==> src/rtl/uart_pkg.sv <==
// Shared constants for the UART receive buffer: register map defaults,
// status bit positions and the interrupt state encoding.
package uart_pkg;

  localparam logic [7:0] ACK_ADDR_DEF  = 8'd252;
  localparam logic [7:0] DATA_ADDR_DEF = 8'd253;
  localparam logic [7:0] STAT_ADDR_DEF = 8'd254;

  localparam int OVR_BIT   = 7;
  localparam int FULL_BIT  = 6;
  localparam int EMPTY_BIT = 5;

  typedef enum logic {
    INT_IDLE = 1'b0,
    INT_PEND = 1'b1
  } int_state_e;

endpackage

==> src/rtl/sync_fifo.sv <==
// Single-clock show-ahead FIFO; a push into a full FIFO is accepted only
// when a pop frees a slot in the same cycle.
module sync_fifo #(
  parameter int WIDTH = 8,
  parameter int DEPTH = 8
) (
  input  logic                     clk,
  input  logic                     rst,
  input  logic                     push,
  input  logic                     pop,
  input  logic [WIDTH-1:0]         wdata,
  output logic [WIDTH-1:0]         rdata,
  output logic [$clog2(DEPTH):0]   count,
  output logic                     empty,
  output logic                     full
);

  localparam int AW = $clog2(DEPTH);
  localparam logic [AW:0]   FULL_CNT = (AW+1)'(DEPTH);
  localparam logic [AW:0]   CNT_ONE  = (AW+1)'(1);
  localparam logic [AW-1:0] PTR_ONE  = AW'(1);

  logic [WIDTH-1:0] mem_r [DEPTH];
  logic [AW-1:0]    wr_ptr_r;
  logic [AW-1:0]    rd_ptr_r;
  logic [AW:0]      count_r;
  logic             do_push_s;
  logic             do_pop_s;

  assign empty     = (count_r == {(AW+1){1'b0}});
  assign full      = (count_r == FULL_CNT);
  assign do_pop_s  = pop & ~empty;
  assign do_push_s = push & (~full | do_pop_s);
  assign rdata     = mem_r[rd_ptr_r];
  assign count     = count_r;

  // Pointer and occupancy bookkeeping; pointers wrap naturally at DEPTH.
  always_ff @(posedge clk or posedge rst) begin
    if (rst) begin
      wr_ptr_r <= {AW{1'b0}};
      rd_ptr_r <= {AW{1'b0}};
      count_r  <= {(AW+1){1'b0}};
    end else begin
      if (do_push_s) wr_ptr_r <= wr_ptr_r + PTR_ONE;
      if (do_pop_s)  rd_ptr_r <= rd_ptr_r + PTR_ONE;
      case ({do_push_s, do_pop_s})
        2'b10:   count_r <= count_r + CNT_ONE;
        2'b01:   count_r <= count_r - CNT_ONE;
        default: count_r <= count_r;
      endcase
    end
  end

  // Storage array write port.
  always_ff @(posedge clk) begin
    if (do_push_s) mem_r[wr_ptr_r] <= wdata;
  end

endmodule

==> src/rtl/uart_rx_fifo.sv <==
// Receive-side byte buffer between the UART receiver and the CPU I/O bus,
// with sticky overrun flag and an ack-cleared level interrupt.
module uart_rx_fifo
  import uart_pkg::*;
#(
  parameter int         DEPTH     = 8,
  parameter logic [7:0] DATA_ADDR = DATA_ADDR_DEF,
  parameter logic [7:0] STAT_ADDR = STAT_ADDR_DEF,
  parameter logic [7:0] ACK_ADDR  = ACK_ADDR_DEF
) (
  input  logic       clk,
  input  logic       rst,
  input  logic [7:0] rx_data,
  input  logic       end_flag,
  input  logic [7:0] access_addr,
  input  logic       reg_w_en,
  input  logic       reg_r_en,
  output logic [7:0] rd_data,
  output logic       int_req,
  output logic       empty,
  output logic       full,
  output logic       overrun
);

  localparam int CW = $clog2(DEPTH) + 1;

  logic          end_flag_d_r;
  logic          overrun_r;
  logic          int_req_r;
  int_state_e    int_state_r;
  logic          push_s;
  logic          pop_s;
  logic          ack_s;
  logic          ovf_s;
  logic [7:0]    head_s;
  logic [7:0]    stat_s;
  logic [CW-1:0] count_s;
  logic          empty_s;
  logic          full_s;

  assign push_s = end_flag & ~end_flag_d_r;
  assign pop_s  = reg_r_en & (access_addr == DATA_ADDR) & ~empty_s;
  assign ack_s  = reg_w_en & (access_addr == ACK_ADDR);
  // A full FIFO only drops the byte when no pop frees a slot this cycle.
  assign ovf_s  = push_s & full_s & ~pop_s;

  sync_fifo #(
    .WIDTH (8),
    .DEPTH (DEPTH)
  ) u_fifo (
    .clk   (clk),
    .rst   (rst),
    .push  (push_s),
    .pop   (pop_s),
    .wdata (rx_data),
    .rdata (head_s),
    .count (count_s),
    .empty (empty_s),
    .full  (full_s)
  );

  // Status byte assembly.
  always_comb begin
    stat_s            = 8'h00;
    stat_s[OVR_BIT]   = overrun_r;
    stat_s[FULL_BIT]  = full_s;
    stat_s[EMPTY_BIT] = empty_s;
  end

  // CPU read mux.
  always_comb begin
    rd_data = 8'h00;
    case (access_addr)
      DATA_ADDR: begin
        if (!empty_s) rd_data = head_s;
        else          rd_data = 8'h00;
      end
      STAT_ADDR: rd_data = stat_s;
      default:   rd_data = 8'h00;
    endcase
  end

  // Edge detector history and sticky overrun (set beats clear).
  always_ff @(posedge clk or posedge rst) begin
    if (rst) begin
      end_flag_d_r <= 1'b0;
      overrun_r    <= 1'b0;
    end else begin
      end_flag_d_r <= end_flag;
      if (ovf_s)      overrun_r <= 1'b1;
      else if (ack_s) overrun_r <= 1'b0;
    end
  end

  // Interrupt FSM: only the ack clears the request, and pending data re-arms it.
  always_ff @(posedge clk or posedge rst) begin
    if (rst) begin
      int_state_r <= INT_IDLE;
      int_req_r   <= 1'b0;
    end else begin
      case (int_state_r)
        INT_IDLE: begin
          if (count_s != {CW{1'b0}}) begin
            int_state_r <= INT_PEND;
            int_req_r   <= 1'b1;
          end
        end
        INT_PEND: begin
          if (ack_s) begin
            int_state_r <= INT_IDLE;
            int_req_r   <= 1'b0;
          end
        end
        default: begin
          int_state_r <= INT_IDLE;
          int_req_r   <= 1'b0;
        end
      endcase
    end
  end

  assign int_req = int_req_r;
  assign overrun = overrun_r;
  assign empty   = empty_s;
  assign full    = full_s;

endmodule

==> config.mk <==
export PLATFORM = sky130hd
export DESIGN_NAME = uart_rx_fifo
export DESIGN_NICKNAME = d
export VERILOG_FILES = /design/src/rtl/uart_pkg.sv /design/src/rtl/sync_fifo.sv /design/src/rtl/uart_rx_fifo.sv
export SDC_FILE = /design/constraint.sdc
export NUM_CORES = 1
export LEC_CHECK = 0
export CELL_PAD_IN_SITES_DETAIL_PLACEMENT = 1
export CELL_PAD_IN_SITES_GLOBAL_PLACEMENT = 1
export CORE_MARGIN = 5
export CORE_UTILIZATION = 40
export DETAILED_ROUTE_END_ITERATION = 12
export MAX_ROUTING_LAYER = met4
export PLACE_DENSITY_LB_ADDON = 0.08
export SYNTH_ARGS = -nofsm -noshare
export SYNTH_HDL_FRONTEND = slang
export SYNTH_SLANG_ARGS = --single-unit
export TNS_END_PERCENT = 30
==> constraint.sdc <==
create_clock -name clk -period 2.6 [get_ports clk]
set_clock_uncertainty 0.2 [all_clocks]
set_input_delay 0.52 -clock clk [delete_from_list [all_inputs] [get_ports clk]]
set_output_delay 0.52 -clock clk [all_outputs]
set_load 0.05 [all_outputs]
# [Word-level counts from Yosys, hierarchy flattened]
# Memories as Yosys holds them, arrays and structs flattened.
# Index checks and enable logic that the tools add are counted.
[word_totals] ff_bits=14 ramBits=64 input_bits=21 output_inout_bits=12 elab_cells=51 memories=1
[op_classes] add_sub_neg=4 n_eq_ne=8 n_mux=12 n_bitwise=14 reduce_logical=5
[mem_list] name="u_fifo.mem_r" words=8 word_bits=8 read_ports=1 rd_ports_with_merged_regs=0 wr=1 line="sync_fifo.sv:23" text="logic [WIDTH-1:0] mem_r [DEPTH];"
[op_table] op="$eq A8 B8 Y1 const B" n=3
[op_table] op="$pmux W8 S2" n=1
[op_table] op="$and A1 B1 Y1" n=8
[op_table] op="$mux W8" n=1
[op_table] op="$pmux W4 S2" n=1
[op_table] op="$mux W1" n=7
[op_table] op="$add A3 B1 Y3 const B" n=2
[op_table] op="$not A1 Y1" n=5
[op_table] op="$add A4 B1 Y4 const B" n=1
[op_table] op="$eq A4 B4 Y1 const B" n=1
[op_table] op="$logic_not A4 Y1" n=1
[op_table] op="$pmux W1 S2" n=2
[op_table] op="$reduce_bool A2 Y1" n=2
[op_table] op="$reduce_bool A4 Y1" n=1
[op_table] op="$sub A4 B1 Y4 const B" n=1
[op_table] op="$eq A2 B1 Y1 const B" n=1
[op_table] op="$eq A2 B2 Y1 const B" n=1
[op_table] op="$ne A2 B1 Y1 const B" n=1
[op_table] op="$ne A2 B2 Y1 const B" n=1
[op_table] op="$reduce_and A2 Y1" n=1
[op_table] op="$or A1 B1 Y1" n=1

# [Depth between registers and ports, before layout]
# Gate-level depths: netlist of the first run.
[logic_depth] ltp_word=8 mapped_depth=11 mapped_depth_nobuf=10

# [Modules after synthesis]
# Synthesis of the first run repeated with hierarchy kept, for this count alone.
[unflattened] hier_cells=199 area_unflattened_um2=3434.5
[modules_own_cells] module="sync_fifo" n_inst=1 cells_per_inst=165 area_each_um2=3135.5 seq_area_each_um2=2172.1
[modules_own_cells] module="uart_rx_fifo" n_inst=1 cells_per_inst=34 area_each_um2=299.0 seq_area_each_um2=100.1

# [Least setup slack after synthesis of the first run]
# OpenSTA, ideal clock, no wires.
[synth_timing] kind="input to output" startpoint="in access_addr[6]" endpoint="out rd_data[7]" arrival_ns=2.027 required_time_ns=1.880 path_slack_ns=-0.147 cell_stages=3 path_cell_list="nand4_1 -> or4_1 -> o22ai_1"
[synth_via] elab_chain_cells=2
[synth_lines] item="start, declared" line="uart_rx_fifo.sv:15" text="input logic [7:0] access_addr,"
[synth_lines] item="$eq A8 B8 Y1" line="uart_rx_fifo.sv:73" text="case (access_addr)"
[synth_lines] item="$pmux W8 S2 *" line="uart_rx_fifo.sv:73"
[synth_lines] item="end, declared" line="uart_rx_fifo.sv:18" text="output logic [7:0] rd_data,"
# Mark *: on every way between the ends. The rest lies on a longest branch, timed or not.

# [Final worst setup path of the first run]
[layout_timing] startpoint="reg u_fifo.rd_ptr_r[0]" endpoint="out rd_data[6]"
[layout_via] elab_chain_cells=3
[layout_lines] item="start, declared" line="sync_fifo.sv:25" text="logic [AW-1:0] rd_ptr_r;"
[layout_lines] item="start signal, assigned" line="sync_fifo.sv:41" text="rd_ptr_r <= {AW{1'b0}};"
[layout_lines] item="start signal, assigned" line="sync_fifo.sv:45" text="if (do_pop_s) rd_ptr_r <= rd_ptr_r + PTR_ONE;"
[layout_lines] item="$mem_v2 Z8 W8"
[layout_lines] item="$mux W8" line="uart_rx_fifo.sv:75" text="if (!empty_s) rd_data = head_s;"
[layout_lines] item="$pmux W8 S2" line="uart_rx_fifo.sv:73"
# No other way between the ends.

==> results.sh, run 1 <==
export IMPL_first_pass_iters=4
export IMPL_fin_crit_sh_pct=102
export IMPL_final_max_slew_viol_count=0
export IMPL_hp_class="reg -> reg"
export IMPL_die_w_um=100
export IMPL_dp_cells=334
export IMPL_grt_overflow=0
export IMPL_finalSetupViolCount=8
export IMPL_cts_max_path_buffers=2
export IMPL_peakVddDrop_uv=401
export IMPL_maxCapViolations=0
export IMPL_final_cells=355
export IMPL_grt_max_degree=15
export IMPL_core_area_um2=7810
export IMPL_cp_top_family="multiplexers"
export IMPL_nFillCells=735
export IMPL_final_common_cell="edfxtp_1"
export IMPL_wl_um=7390
export IMPL_violations="setup timing"
export IMPL_rows=32
export IMPL_slowest_delay_ns=0.53
export IMPL_cts_max_level=3
export IMPL_syn_avg_cell_area_um2=17.5
export IMPL_initial_utilization_pct=41.5
export IMPL_gp_congestion=0.828
export IMPL_syn_to_final_growth_pct=32.3
export IMPL_synthesis_yosys_warnings=0
export IMPL_cp_end_kind="output pin"
export IMPL_fin_crit_ns=2.66
export IMPL_critPathMostFrequentCell="buf_12"
export IMPL_synth_nets=209
export IMPL_clock_fmax_mhz=376
export IMPL_post_drt_wl_per_cell_um=20.8
export IMPL_grt_pass1_vias=2111
export IMPL_p_seq_share_pct=51.1
export IMPL_rsz0062_at_grt="yes"
export IMPL_grt_usage_pct=16.4
export IMPL_worst_slack_ns=-0.0562
export IMPL_timing_final_hold_violations=0
export IMPL_whs_ns=0.285
export IMPL_max_slew_margin_pct=59.0
export IMPL_clk_pin_slew_ns=0.09
export IMPL_diodes=0
export IMPL_final_core_util_pct=54.9
export IMPL_antenna_found_initial=0
export IMPL_via_count=1863
export IMPL_cts_num_sinks=78
export IMPL_crit_slowest_cell="mux4_2"
export IMPL_worst_setup_path_type="reg -> out"
export IMPL_syn_inst=185
export IMPL_ys_ff_latch=78
export IMPL_die_y_um=100
export IMPL_cp_cell_sequence="buf_12 -> mux4_2 -> mux2i_4 -> o22ai_2 -> buf_12"
export IMPL_ys_flop_type="edfxtp_1"
export IMPL_worstPathArrival_ns=1.94
export IMPL_fp_dieArea_um2=10000
export IMPL_detail_route_antenna_nets=0
export IMPL_pin_count=33
export IMPL_p_comb_share_pct=15.2
export IMPL_required_ns=1.88
export IMPL_synth_edf_count=64
export IMPL_cp_buffers_inverters=2
export IMPL_dr_first_iter_drc_count=62
export IMPL_worst_path_max_fanout=14
export IMPL_syn_cell_area_um2=3240
export IMPL_cts_root_buf="clkbuf_8"
export IMPL_grt_pass1_wl_um=11600
export IMPL_clk_latency_ns=0.35
export IMPL_tightest_slew_ns=0.614
export IMPL_worst_setup_path_start_kind="register"
export IMPL_yosysUniqueCellTypes=45
export IMPL_cts_tree="yes"
export IMPL_synthArstFlopShare_pct=17.9
export IMPL_mostFrequentLayoutCells="64 x edfxtp_1, 24 x buf_4, 16 x mux4_2, 15 x clkdlybuf4s50_1"
export IMPL_drc_errors=0
export IMPL_post_dp_hpwl_um=4920
export IMPL_multi_input_area_um2=1000
export IMPL_net_switching_power_uw=808
export IMPL_intPower_uw=2220
export IMPL_clkPwrFrac_pct=33.7
export IMPL_p_leak_uw=0.00149
export IMPL_ys_seq_area_share_pct=70.1
export IMPL_layout_drive_gt1_share_pct=36.8
export IMPL_run_status="finished with violations"
export IMPL_cts_buffers=9
export IMPL_powerDensity_nw_per_um2=708
export IMPL_port_buffers=32
export IMPL_regArea_um2=2270
export IMPL_switching_share_pct=26.6
export IMPL_final_nets=272
export IMPL_vias_per_cell=5.25
==> synth_stat cells, types with 2 or more instances <==
cell / number / area share, %
edfxtp_1: 64 / 59
mux4_2: 16 / 11
nor2_1: 15 / 1.7
dfrtp_1: 14 / 11
nand2_1: 9 / 1.0
mux2i_1: 8 / 2.5
inv_1: 6 / 0.70
ha_1: 3 / 1.2
o22ai_1: 3 / 0.58
xnor2_1: 3 / 0.81
a31oi_1: 2 / 0.39
buf_2: 2 / 0.31
clkbuf_1: 2 / 0.23
nand2b_1: 2 / 0.39
nand4_1: 2 / 0.39
nor2b_1: 2 / 0.39
nor3_1: 2 / 0.31
nor3_2: 2 / 0.62
xor2_1: 2 / 0.54
==> worst reg2reg max path: stages, from the launching register on <==
cell and delay, ns:
dfrtp_1 0.45, nor3_2 0.08, nand2b_2 0.13, inv_2 0.09, nor4_4 0.38, o21ai_2 0.09, or2_4 0.26, nor2_1 0.12
buf_4 0.22
==> worst paths after layout <==
kind                               startpoint  slack [ns]  cells after the start            endpoint
max                        u_fifo.rd_ptr_r[0]       -0.06                      5          rd_data[6]
max in group asynchronous                 rst        1.43                      2     u_fifo.count[1]
min reg2reg                           int_req        0.29                      2             int_req
min in group asynchronous                 rst        0.34                      2     u_fifo.count[2]
max reg2reg                   u_fifo.count[2]        0.28                      8  u_fifo.mem_r[6][3]
min                                   int_req        0.29                      2             int_req
==> metal layers <==
layer	vias up	global-route usage, %	routed length [um]
li1	854	-	-
met1	969	19.8	3210
met2	30	26.9	3820
met3	10	4.31	231
met4	0	5.39	129
met5	-	-	0
==> timing repair <==
action / 4_1_cts / 5_1_grt
pin swaps: 3 / 1
buffers inserted: 5 / 0
resized for setup: 23 / 5
endpoints found under the setup margin: 8 / 9
hold buffers: 0 / 0
hold endpoints to repair: 0 / 0
==> cell families (layout without fill, tap and decap cells) <==
kind of cell               count (synthesis)  in the layout  synth area share (%)
xor gates and xnor gates                   5              5                  1.35
and+or+nand+nor                           45             45                  7.96
AOI/OAI and AO/OA                         15             15                  3.40
buffers and inverters                     13             81                  1.70
adders and majority gates                  3              3                  1.16
DFF                                       78             78                  70.1
muxes                                     26             26                  14.3
==> power groups by stage <==
stage	clock (uW)	sequential, uW	combinational [uW]
final	1020	1550	461
after global routing	1100	1570	502
after CTS	1040	1550	462
after detailed placement	0	1580	435
after global placement	0	1560	409
after floorplan	0	1550	277
==> registers in the layout (all words and copies together) (netlist names) <==
signal           count
int_state_r          1
int_req              1
end_flag_d_r         1
u_fifo.rd_ptr_r      3
u_fifo.count         4
overrun              1
u_fifo.mem_r        64
u_fifo.wr_ptr_r      3
==> metrics by stage <==
step	area (um^2)	TNS (ns)	setup WS [ns]	power [uW]
floorplan	3240	-0.551	-0.147	1830
global placement	3920	-12.93	-0.255	1970
detailed placement	3920	-18.69	-0.311	2010
CTS	4260	-0.646	-0.108	3050
global route	4290	-1.01	-0.143	3160
finish	4290	-0.344	-0.0562	3030
==> final cells by class <==
class	instances	share of cell area (%)
clock buffer	10	2.98
timing repair buffer	58	14.7
sequential	78	53.1
tap	102	2.98
multi-input combinational	94	23.4
inverter	7	0.613
clock inverter	6	2.19
No activity file was read; power rests on OpenSTA's default activity.
==> run 2, diff against run 1 <==
- clock period: 2.6 -> 3.3 ns (I/O delays scaled with it)
==> run 2 against run 1 <==
Critical path depth did not move. Die area did not move. Global-route usage fell by 0.76 points. Cell count fell by 3.4%. Utilization fell by 2.2 points. First-iteration DRC count rose by 3.2%. The flow now finishes without violations. Design area fell by 4.1%. Sequential share of layout area rose by 2.2 points. Clock-buffer cell count fell by 1. Critical path type is now in -> out.
==> results.sh, run 2 (synthesis gave the netlist of run 1 again) <==
export IMPL_holdPathEnd="int_req"
export IMPL_run_status="finished, final reports clean"
export IMPL_hp_start="int_req"
export IMPL_fin_crit_ns=3.21
export IMPL_drc_errors=0
export IMPL_switching_share_pct=24.2
export IMPL_fp_dieArea_um2=10000
export IMPL_reg2reg_from="u_fifo.count[1]"
export IMPL_hp_class="reg -> reg"
export IMPL_worst_setup_path_type="in -> out"
export IMPL_via_count=1807
export IMPL_post_drt_wl_per_cell_um=20.6
export IMPL_net_switching_power_uw=600
export IMPL_reg2reg_to="u_fifo.mem_r[2][3]"
export IMPL_worst_slack_ns=0.0909
export IMPL_post_dp_hpwl_um=4920
export IMPL_final_max_slew_viol_count=0
export IMPL_diodes=0
export IMPL_cts_num_sinks=78
export IMPL_gp_congestion=0.821
export IMPL_timing_final_hold_violations=0
export IMPL_layout_drive_gt1_share_pct=26.6
export IMPL_worst_setup_path_start_kind="primary input"
export IMPL_final_nets=260
export IMPL_intPower_uw=1880
export IMPL_cts_max_level=3
export IMPL_grt_overflow=0
export IMPL_cts_buffers=9
export IMPL_clk_latency_ns=0.34
export IMPL_grt_pass1_wl_um=11100
export IMPL_cts_root_buf="clkbuf_8"
export IMPL_vias_per_cell=5.27
export IMPL_top_register="u_fifo.mem_r"
export IMPL_grt_pass1_vias=2045
export IMPL_cts_max_path_buffers=2
export IMPL_maxCapViolations=0
export IMPL_p_comb_share_pct=12.9
export IMPL_port_buffers=32
export IMPL_cp_end_kind="output pin"
export IMPL_worst_path_max_fanout=3
export IMPL_die_w_um=100
export IMPL_reg2reg_depth=8
export IMPL_clock_fmax_mhz=312
export IMPL_wl_um=7050
export IMPL_finalSetupTns_ns=0
export IMPL_mostFrequentLayoutCells="64 x edfxtp_1, 24 x clkdlybuf4s50_1, 16 x mux4_2, 15 x nor2_1, 14 x buf_4"
export IMPL_antenna_found_initial=0
export IMPL_rrSetupSlack_ns=0.81
export IMPL_largest_reg_flops=64
export IMPL_dr_first_iter_drc_count=64
export IMPL_postCtsResizedCells=0
export IMPL_core_area_um2=7810
export IMPL_p_seq_share_pct=49.5
export IMPL_required_ns=2.44
export IMPL_die_y_um=100
export IMPL_fin_crit_sh_pct=97.2
export IMPL_final_core_util_pct=52.7
export IMPL_cts_tree="yes"
export IMPL_place_ws_ns=0.119
export IMPL_finalSetupViolCount=0
export IMPL_rows=32
export IMPL_grt_usage_pct=15.6
export IMPL_first_pass_iters=4
export IMPL_initial_utilization_pct=41.5
export IMPL_tightest_slew_ns=0.788
export IMPL_powerDensity_nw_per_um2=603
export IMPL_peakVddDrop_uv=292
export IMPL_grt_max_degree=19
export IMPL_clkPwrFrac_pct=37.7
export IMPL_cts_setup_buffers=0
export IMPL_final_common_cell="edfxtp_1"
export IMPL_pin_count=33
export IMPL_whs_path_depth=2
export IMPL_syn_to_final_growth_pct=26.9
export IMPL_clk_pin_slew_ns=0.08
export IMPL_worstPathArrival_ns=2.35
export IMPL_detail_route_antenna_nets=0
export IMPL_p_leak_uw=0.00142
export IMPL_cts_hold_buffers=0
export IMPL_max_slew_margin_pct=47.5
export IMPL_rsz0062_at_grt="no"
==> run 2: cell count changes in the layout (fill, tap and decap cells not counted), sizes merged <==
cell           previous run  this run
buf                      36        22
bufinv                    2         4
clkbuf                   10         9
clkdlybuf4s50            15        24
clkinvlp                  1         0
dlygate4sd2               7         0
==> run 2: per-layer routing <==
metal | track usage [%] | share of wire, % | wire length [um]
met1 | 19.3 | 42 | 2990
met2 | 25.9 | 53 | 3750
met3 | 3.96 | 3.5 | 247
met4 | 3.94 | 0.94 | 66
met5 | - | 0 | 0
==> run 2: power by group through the flow <==
stage | logic (uW) | registers [uW] | clock network, uW
after global routing | 348 | 1240 | 1010
after detailed placement | 325 | 1250 | 0
final | 319 | 1230 | 934
after global placement | 308 | 1240 | 0
after floorplan | 218 | 1220 | 0
after CTS | 326 | 1230 | 956
==> run 2: area by class of cell <==
type	count	area, um^2
fillers	758	3700
flip-flops and latches	78	2270
multi-input cells	94	912
repair buffers	46	505
clock inverters	7	143
well taps	102	128
clock buffers	9	124
inverters	7	26.3
==> run 2: worst max-delay path: stages <==
cell             delay [ns]
clkdlybuf4s50_1        0.46
nand4_1                0.16
or4_1                  0.58
o22ai_1                0.31
buf_12                 0.18
==> run 2: how the worst max path moves through the flow <==
stage / end / startpoint / depth (start not counted) / slack (ns)
final: rd_data[6] / access_addr[6] / 5 / 0.09
after global routing: rd_data[5] / access_addr[6] / 6 / 0.02
after floorplan: rd_data[7] / access_addr[6] / 3 / 0.27
after CTS: rd_data[3] / u_fifo.rd_ptr_r[0] / 5 / 0.06
after detailed placement: rd_data[5] / access_addr[3] / 6 / 0.12
after global placement: rd_data[5] / access_addr[6] / 6 / 0.17
==> run 2: stage by stage <==
stage	std cells	power [uW]	hold slack, ns	area [um^2]
2_1_floorplan	185	1440	0.262	3240
3_3_place_gp	327	1540	0.266	3840
3_5_place_dp	327	1570	0.289	3840
4_1_cts	343	2510	0.307	4110
5_1_grt	343	2600	0.359	4110
6_report	343	2480	0.294	4110
